**src/rtl/bmp_header_parser_pkg.sv**
```systemverilog
// Shared constants, enums and helpers for the BMP header parser.
// Byte offsets index the first HDR_BYTES bytes of a little-endian BMP file.
package bmp_pkg;

    localparam int unsigned MAGIC     = 0;
    localparam int unsigned FSIZE     = 2;
    localparam int unsigned OFFBITS   = 10;
    localparam int unsigned WIDTH     = 18;
    localparam int unsigned HEIGHT    = 22;
    localparam int unsigned PLANES    = 26;
    localparam int unsigned BPP       = 28;
    localparam int unsigned COMPR     = 30;
    localparam int unsigned HDR_BYTES = 34;

    typedef enum logic [2:0] {
        ERR_OK         = 3'd0,
        ERR_BAD_MAGIC  = 3'd1,
        ERR_BAD_PLANES = 3'd2,
        ERR_BAD_BPP    = 3'd3,
        ERR_COMPRESSED = 3'd4,
        ERR_TOO_BIG    = 3'd5,
        ERR_BAD_OFFSET = 3'd6
    } err_t;

    typedef enum logic [1:0] {
        IDLE  = 2'd0,
        READ  = 2'd1,
        CHECK = 2'd2,
        DONE  = 2'd3
    } state_t;

    function automatic logic [31:0] le32(input logic [7:0] b0, input logic [7:0] b1,
                                         input logic [7:0] b2, input logic [7:0] b3);
        return {b3, b2, b1, b0};
    endfunction

endpackage

```
**src/rtl/bmp_header_parser_if.sv**
```systemverilog
// Byte-wide read port between the header parser and the image memory.
interface bmp_header_parser_if #(
    parameter int ADDR_W = 15
) ();
    logic              mem_rd;
    logic [ADDR_W-1:0] mem_addr;
    logic [7:0]        mem_rdata;

    modport master (output mem_rd, output mem_addr, input mem_rdata);
    modport slave  (input mem_rd, input mem_addr, output mem_rdata);
endinterface

```
**src/rtl/bmp_header_parser_stride_calc.sv**
```systemverilog
// Padded BMP row stride: bytes per row rounded up to a 4-byte boundary.
// bpp is one of 1/8/24, so the width product reduces to shifts and one add.
module bmp_stride_calc #(
    parameter int ADDR_W = 15,
    parameter int DIM_W  = 12
) (
    input  logic [DIM_W-1:0]  width,
    input  logic [4:0]        bpp,
    output logic [ADDR_W-1:0] stride
);
    localparam int P_W = DIM_W + 6;

    logic [P_W-1:0] w_ext;
    logic [P_W-1:0] bits;
    logic [P_W-1:0] rounded;
    logic [P_W-1:0] bytes_padded;

    always_comb begin
        w_ext = P_W'(width);
        case (bpp)
            5'd1:    bits = w_ext;
            5'd8:    bits = w_ext << 3;
            5'd24:   bits = (w_ext << 4) + (w_ext << 3);
            default: bits = '0;
        endcase
        rounded      = bits + P_W'(31);
        bytes_padded = (rounded >> 5) << 2;
        stride       = ADDR_W'(bytes_padded);
    end
endmodule

```
**src/rtl/bmp_header_parser.sv**
```systemverilog
// Reads the 34-byte BMP header, validates it and publishes an image descriptor.
// Latency from start to done is a fixed 37 cycles regardless of the outcome.
module bmp_header_parser
    import bmp_pkg::*;
#(
    parameter int ADDR_W = 15,
    parameter int DIM_W  = 12
) (
    input  logic                CLOCK_50,
    input  logic                rst,
    input  logic                start,
    bmp_header_parser_if.master mem,
    output logic                done,
    output logic [2:0]          err,
    output logic [ADDR_W-1:0]   pix_offset,
    output logic [DIM_W-1:0]    img_width,
    output logic [DIM_W-1:0]    img_height,
    output logic                top_down,
    output logic [4:0]          bpp,
    output logic [ADDR_W-1:0]   row_stride
);
    localparam logic [ADDR_W-1:0] LAST_ADDR = ADDR_W'(HDR_BYTES - 1);

    state_t            state, state_nxt;
    logic              rd_d;
    logic [ADDR_W-1:0] addr_d;
    logic [7:0]        hdr [HDR_BYTES];

    logic [31:0] fsize_f, off_f, width_f, height_f, compr_f, hmag;
    logic [15:0] planes_f, bpp_f;
    logic        too_big;
    err_t        err_nxt;
    logic [ADDR_W-1:0] stride;

    bmp_stride_calc #(.ADDR_W(ADDR_W), .DIM_W(DIM_W)) u_stride (
        .width  (width_f[DIM_W-1:0]),
        .bpp    (bpp_f[4:0]),
        .stride (stride)
    );

    always_comb begin
        state_nxt = state;
        case (state)
            IDLE, DONE: if (start) state_nxt = READ;
            READ:       if (rd_d && addr_d == LAST_ADDR) state_nxt = CHECK;
            CHECK:      state_nxt = DONE;
            default:    state_nxt = IDLE;
        endcase
    end

    always_comb begin
        fsize_f  = le32(hdr[FSIZE], hdr[FSIZE+1], hdr[FSIZE+2], hdr[FSIZE+3]);
        off_f    = le32(hdr[OFFBITS], hdr[OFFBITS+1], hdr[OFFBITS+2], hdr[OFFBITS+3]);
        width_f  = le32(hdr[WIDTH], hdr[WIDTH+1], hdr[WIDTH+2], hdr[WIDTH+3]);
        height_f = le32(hdr[HEIGHT], hdr[HEIGHT+1], hdr[HEIGHT+2], hdr[HEIGHT+3]);
        compr_f  = le32(hdr[COMPR], hdr[COMPR+1], hdr[COMPR+2], hdr[COMPR+3]);
        planes_f = {hdr[PLANES+1], hdr[PLANES]};
        bpp_f    = {hdr[BPP+1], hdr[BPP]};
        hmag     = height_f[31] ? (~height_f + 32'd1) : height_f;
        // Negative width is rejected outright, so only its positive range needs bounding.
        too_big  = $signed(width_f) <= 0 || width_f[31:DIM_W] != '0 ||
                   hmag[31:DIM_W] != '0 || height_f == '0;

        err_nxt = ERR_OK;
        if (hdr[MAGIC] != 8'h42 || hdr[MAGIC+1] != 8'h4D)      err_nxt = ERR_BAD_MAGIC;
        else if (planes_f != 16'd1)                            err_nxt = ERR_BAD_PLANES;
        else if (bpp_f != 16'd1 && bpp_f != 16'd8 && bpp_f != 16'd24) err_nxt = ERR_BAD_BPP;
        else if (compr_f != '0)                                err_nxt = ERR_COMPRESSED;
        else if (too_big)                                      err_nxt = ERR_TOO_BIG;
        else if (off_f < 32'(HDR_BYTES) || off_f >= fsize_f)   err_nxt = ERR_BAD_OFFSET;
    end

    always_ff @(posedge CLOCK_50) begin
        if (rd_d && addr_d < ADDR_W'(HDR_BYTES)) hdr[addr_d[5:0]] <= mem.mem_rdata;
    end

    always_ff @(posedge CLOCK_50) begin
        if (rst) begin
            state        <= IDLE;
            mem.mem_rd   <= 1'b0;
            mem.mem_addr <= '0;
            rd_d         <= 1'b0;
            addr_d       <= '0;
            err          <= '0;
            pix_offset   <= '0;
            img_width    <= '0;
            img_height   <= '0;
            top_down     <= 1'b0;
            bpp          <= '0;
            row_stride   <= '0;
        end else begin
            state  <= state_nxt;
            rd_d   <= mem.mem_rd;
            addr_d <= mem.mem_addr;
            if ((state == IDLE || state == DONE) && start) begin
                mem.mem_rd   <= 1'b1;
                mem.mem_addr <= '0;
            end else if (mem.mem_rd) begin
                if (mem.mem_addr == LAST_ADDR) mem.mem_rd <= 1'b0;
                else                           mem.mem_addr <= mem.mem_addr + ADDR_W'(1);
            end
            if (state == CHECK) begin
                err        <= err_nxt;
                pix_offset <= off_f[ADDR_W-1:0];
                img_width  <= width_f[DIM_W-1:0];
                img_height <= hmag[DIM_W-1:0];
                top_down   <= height_f[31];
                bpp        <= bpp_f[4:0];
                row_stride <= stride;
            end
        end
    end

    assign done = (state == DONE);
endmodule
```
**src/flat_wrapper.sv**
```systemverilog
// flat-port wrapper written by rule: the top's interface ports become plain ports
module bmp_header_parser_flat import bmp_pkg::*;
#(
    parameter int ADDR_W = 15,
    parameter int DIM_W  = 12
)
  (CLOCK_50, rst, start, done, err, pix_offset, img_width, img_height, top_down, bpp, row_stride, mem_mem_rd, mem_mem_addr, mem_mem_rdata);
  bmp_header_parser_if #(.ADDR_W(ADDR_W)) mem_i ();
  input  logic CLOCK_50;
  input  logic rst;
  input  logic start;
  output logic done;
  output logic [2:0] err;
  output logic [ADDR_W-1:0] pix_offset;
  output logic [DIM_W-1:0] img_width;
  output logic [DIM_W-1:0] img_height;
  output logic top_down;
  output logic [4:0] bpp;
  output logic [ADDR_W-1:0] row_stride;
  output wire logic [$bits(mem_i.mem_rd)-1:0] mem_mem_rd;
  output wire logic [$bits(mem_i.mem_addr)-1:0] mem_mem_addr;
  input wire logic [$bits(mem_i.mem_rdata)-1:0] mem_mem_rdata;
  assign mem_mem_rd = mem_i.mem_rd;
  assign mem_mem_addr = mem_i.mem_addr;
  assign mem_i.mem_rdata = mem_mem_rdata;
  bmp_header_parser #(.ADDR_W(ADDR_W), .DIM_W(DIM_W)) u_core (.CLOCK_50(CLOCK_50), .rst(rst), .start(start), .mem(mem_i), .done(done), .err(err), .pix_offset(pix_offset), .img_width(img_width), .img_height(img_height), .top_down(top_down), .bpp(bpp), .row_stride(row_stride));
endmodule
```
**config.mk**
```make
export PLATFORM = sky130hd
export DESIGN_NAME = bmp_header_parser_flat
export DESIGN_NICKNAME = d
export VERILOG_FILES = /design/src/rtl/bmp_header_parser_pkg.sv /design/src/rtl/bmp_header_parser_if.sv /design/src/rtl/bmp_header_parser_stride_calc.sv /design/src/rtl/bmp_header_parser.sv /design/src/flat_wrapper.sv
export SDC_FILE = /design/constraint.sdc
export NUM_CORES = 1
export LEC_CHECK = 0
export ABC_AREA = 0
export BUFFER_PORTS_ARGS = -buffer_cell sky130_fd_sc_hd__buf_4
export CAP_MARGIN = 20
export CORE_MARGIN = 2
export CORE_UTILIZATION = 65
export CTS_CLUSTER_DIAMETER = 40
export DETAILED_ROUTE_END_ITERATION = 8
export GPL_TIMING_DRIVEN = 0
export PLACE_DENSITY_LB_ADDON = 0.05
export SYNTH_ARGS = -nofsm -noshare
export SYNTH_HDL_FRONTEND = slang
export SYNTH_SLANG_ARGS = --single-unit
```
**constraint.sdc**
```tcl
create_clock -name CLOCK_50 -period 10 [get_ports CLOCK_50]
set_input_delay 3 -clock CLOCK_50 [delete_from_list [all_inputs] [get_ports CLOCK_50]]
set_output_delay 3 -clock CLOCK_50 [all_outputs]
set_load 0.05 [all_outputs]
```
* Word-level counts from Yosys, hierarchy flattened *
Memory sizes are Yosys's and may differ from the RTL's.
Cells that the tools add are included.
Widths: inputs -> output; s select.

cells by class
  $add $sub $neg = 4
  eq/ne operators = 16
  reduce and logical (&&, ||, !) cells = 20
  multiplexer cells = 16
  order comparisons = 4
  bitwise gates (word level) = 2

operators by type and width
  cell                   number
  $pmux 17 s3            1
  $reduce_bool 20->1     2
  $add 32x1->32 const B  1
  $ge 32x32->1           1
  $le 32x1->1 const B    1
  $logic_not 32->1       1
  $lt 32x6->1 const B    1
  $mux 32                1
  $ne 16x1->1 const B    2
  $not 32->32            1
  $reduce_bool 32->1     1
  $eq 15x6->1 const B    2
  $add 18x5->18 const B  1
  $mux 3                 6
  $add 16x15->17         1
  $ne 16x4->1 const B    1
  $ne 16x5->1 const B    1
  $ne 8x7->1 const B     2
  $add 15x1->15 const B  1
  $lt 15x6->1 const B    1
  $logic_or 1x1->1       6
  $pmux 2 s3             1
  $eq 5x1->1 const B     1
  $eq 5x4->1 const B     1
  12 further kinds       24

word-level totals
  bits in writable memories = 272
  memories = 1
  bits of input ports = 11
  output and inout port bits = 80
  word-level logic and storage cells = 75
  flip-flop bits (word level) = 95

memory list
  name        depth  width  rd ports  clocked after memory_dff  write ports  line                     text
  u_core.hdr  34     8      26        0                         1            bmp_header_parser.sv:27  logic [7:0] hdr [HDR_BYTES];

* Logic depth before layout (Yosys ltp) *
An unclocked memory read counts as a cell.

  word-level depth = 12
  depth in mapped cells = 12
  gate-level depth less buffers = 12

* Hierarchy *
A second synthesis with hierarchy kept.

unflattened totals
  cells, all modules = 1060
  area, all modules = 13136.3 µm²

modules (own cells, without submodules)
  module             area an instance (µm²)  cells each  instances  sequential area each (µm²)
  bmp_header_parser  12051.6                 920         1          8187.9
  bmp_stride_calc    1084.8                  140         1          0.0

* Least setup slack after synthesis *
OpenSTA, ideal clock, no wires.

  kind = input to register
  from = in rst
  to = reg u_core.row_stride[3]
  cell stages on the path = 4
  arrival = 3.891 ns
  slack = 5.981 ns
  required time = 9.872 ns
  setup time = 0.128 ns
  path through = clkbuf_1 > clkbuf_1 > buf_1 > nor2_1

RTL lines
  what                  line                      text
  from (decl)           flat_wrapper.sv:10        input logic rst;
  to (signal assigned)  bmp_header_parser.sv:109  row_stride <= stride;
  to (decl)             bmp_header_parser.sv:20   output logic [ADDR_W-1:0] row_stride

No word-level cell between the ends.

* Final worst setup path *
  from = in rst
  to = reg u_core.img_width[5]

RTL lines
  what                  line                      text
  to (signal assigned)  bmp_header_parser.sv:105  img_width <= width_f[DIM_W-1:0];
  to (decl)             bmp_header_parser.sv:16   output logic [DIM_W-1:0] img_width,

No word-level cell between the ends.

==> results.md <==
- Status: finished, final reports clean
- Post-synth EDFFs: 208
- DR pass1 iterations: 5
- Routed len/inst: 18.9 µm
- Rel. slew slack: 37.9%
- CP Class: primary input to flip-flop
- Slowest library cell on the worst path: buf_1
- CP cell instances: clkbuf_1, clkbuf_1, buf_1, nor2_1
- Post_cts resized: 0
- Max incr delay on CP: 580 ps
- Clock Latency Late Sink: 500 ps
- Cell Int Power: 2.21 mW
- DIE WIDTH: 145 µm
- Total GRT Usage: 26.2%
- DP HPWL: 18,300 µm
- Type of the most critical hold path: flip-flop to flip-flop
- Crit path required time: 10,350 ps
- DRT antenna net count: 0
- Largest net degree at the start of global routing: 27
- Fin crit share: 42.8%
- Lkg Pwr: 5.55 nW
- CTS Hold Bufs: 0
- H-tree depth: 2
- Switch share: 26.4%
- Root buffer cell: clkbuf_16
- Crit end category: flip-flop
- Max-cap viol count: 0
- I/O Buffers: 87
- Util after Layout: 77.3%
- Setup Total Neg Slack: 0 ps
- Vias in the first global route: 8,433
- CP top delay family: buffers and inverters
- Dominant synthesized flop cell: edfxtp_1
- Buf/Inv on CP: 3
- Clock skew: 11.1 ps
- Share of power burned in registers: 47.2%
- CTS Buf Count: 35
- Area of the core: 19,500 µm²
- Initial antenna violation count: 0
- CTS sink cnt: 303
- Max frequency: 233 MHz
- Final global-route overflow total: 0
- Area of the die: 21,100 µm²
- Post-Syn Area: 13,000 µm²
- Clock slew at reported path FFs: 50 ps
- CP max FO: 10
- Ys async rst share: 0%
- IO Count: 91
- Mean Syn Cell Area: 12.4 µm²
- DR vias: 8,712
- Final nets: 1,246
- Row count: 51
- Psw: 0.795 mW
- CP arrival: 4630 ps
- Placer congestion estimate: 0.907
- Unique masters post-synth: 71
- RSZ-0062 raised after global routing: no
- Clock power frac: 39.5%
- Die Y: 145 µm
- Final Max Slew Viols: 0
- Most common cell on crit path: clkbuf_1
- Layout cells sized above 1: 14.0%
- Postcts setup bufs: 0
- Initial Utilization: 66.4%
- Final min period: 4280 ps
- Finish-stage setup viols: 0
- Via density per instance: 5.94
- Combinational power share: 13.3%
- Slew @ Worst Pin: 931 ps
- First-pass GRT wire length: 43,700 µm
- Detailed Route WL: 27,800 µm
- Seq cells post-synth: 303
- Final Hold Fails: 0
- Syn. warnings: 0
- Final Power: 3.01 mW
- 1st-iter DRT viols: 491
- Pwr Density: 199 nW/µm²
- Post-Syn Instances: 1,049
- ANT cells: 0
- CTS tree: yes
- CP Launch Type: primary input
- Residual DRC count: 0
- Clock Path Buffers: 3
- Peak supply drop: 184 µV
- Register area share after synthesis: 62.8%
- Area delta synth->final: 16.3%
layout make-up:
type | count | area (µm²)
Buffer | 30 | 130
Clock buffer | 43 | 946
Clock inverter | 19 | 155
Fill cell | 1274 | 4440
Inverter | 66 | 248
Multi-Input combinational cell | 651 | 4460
Sequential cell | 303 | 8150
Tap cell | 265 | 332
Timing Repair Buffer | 90 | 671
per-stage QoR:
stage | cells | worst slack (ps) | hold slack, ps | cell area, µm²
after floorplan | 1050 | 5980 | 465 | 13000
after global placement | 1402 | 5280 | 451 | 14000
after detailed placement | 1405 | 5260 | 457 | 14000
after CTS | 1467 | 5700 | 464 | 15100
after global routing | 1467 | 5650 | 511 | 15100
final | 1467 | 5720 | 460 | 15100
sequential cells by signal, indices dropped and copies added (netlist names):
name                 flops
u_core.row_stride       13
u_core.pix_offset       15
u_core.top_down          1
u_core.state             2
u_core.img_width        12
u_core.mem.mem_addr     15
u_core.hdr             208
u_core.bpp               5
u_core.mem.mem_rd        1
u_core.rd_d              1
u_core.img_height       12
u_core.addr_d           15
u_core.err               3
layer usage:
layer,vias to the layer above,track usage [%],part of all wire [%]
met1,4131,35.1,41
met2,357,44.1,49
met5,-,0,0
met3,49,4.43,7.5
met4,0,8.53,2.3
li1,4175,-,-
synth_stat cells (all sizes together), types with 4 or more instances:
cell type | instances | area share (%)
edfxtp | 208 | 48
nor2 | 135 | 3.9
dfxtp | 95 | 15
inv | 65 | 1.9
ha | 57 | 5.5
mux2i | 46 | 3.6
nor4 | 38 | 1.9
nand2 | 35 | 1.0
a21oi | 29 | 1.1
nor3 | 26 | 1.0
o21ai | 23 | 0.89
nand4 | 22 | 1.1
nor2b | 22 | 1.1
nand3 | 21 | 0.81
xor2 | 21 | 1.4
a211oi | 19 | 1.1
buf | 15 | 0.51
xnor2 | 15 | 1.0
clkbuf | 14 | 0.41
a21o | 10 | 0.58
a31oi | 8 | 0.39
nand4b | 8 | 0.54
and3 | 7 | 0.34
nor4b | 7 | 0.70
or3 | 7 | 0.34
or4 | 7 | 0.46
a22oi | 5 | 0.29
and2 | 5 | 0.24
and4 | 5 | 0.35
o31ai | 5 | 0.29
a32oi | 4 | 0.27
nand3b | 4 | 0.23
nor3b | 4 | 0.23
o2111ai | 4 | 0.27
o211ai | 4 | 0.23
o21a | 4 | 0.23
power by group through the flow:
stage	Combinational, mW	Clock (mW)	Sequential [mW]
2_1_floorplan	0.140	0	1.58
4_1_cts	0.404	1.20	1.42
3_3_place_gp	0.394	0	1.44
3_5_place_dp	0.400	0	1.44
6_report	0.401	1.19	1.42
5_1_grt	0.427	1.25	1.42
cells by family after synthesis:
logic type               after synthesis  share of synthesized area (%)
AO/OA/AOI/OAI                        147                           7.88
other                                  1                         0.0289
multiplexers                          46                           3.55
adder cells (fa/ha/maj)               58                           5.65
AND/OR/NAND/NOR                      362                           14.7
flip-flops                           303                           62.8
buffers and inverters                 96                           2.91
XOR/XNOR                              36                           2.43
worst paths after layout:
path | start | endpoint | slack (ps) | cells after the start
max reg2reg | u_core.hdr[18][2] | u_core.row_stride[12] | 6230 | 11
min | u_core.row_stride[14] | u_core.row_stride[14] | 460 | 2
min reg2reg | u_core.row_stride[14] | u_core.row_stride[14] | 460 | 2
max | rst | u_core.img_width[5] | 5720 | 4
layout by cell type (no fill, tap or decap), types with 29 or more instances in the layout:
| master | Yosys | routed |
|---|---|---|
| dfxtp_1 | 95 | 95 |
| nor2_1 | 135 | 135 |
| buf_4 | 2 | 90 |
| inv_1 | 65 | 65 |
| edfxtp_1 | 208 | 208 |
| clkbuf_16 | 0 | 35 |
| nor4_1 | 37 | 36 |
| a21oi_1 | 29 | 29 |
| mux2i_1 | 46 | 46 |
| ha_1 | 57 | 57 |
| nand2_1 | 35 | 35 |
tightest hold or removal path, stage by stage (launching register included):
cell and delay, ps:
dfxtp_1 300, nand2_1 50, a21oi_1 50
No activity file was read; power rests on OpenSTA's default activity.
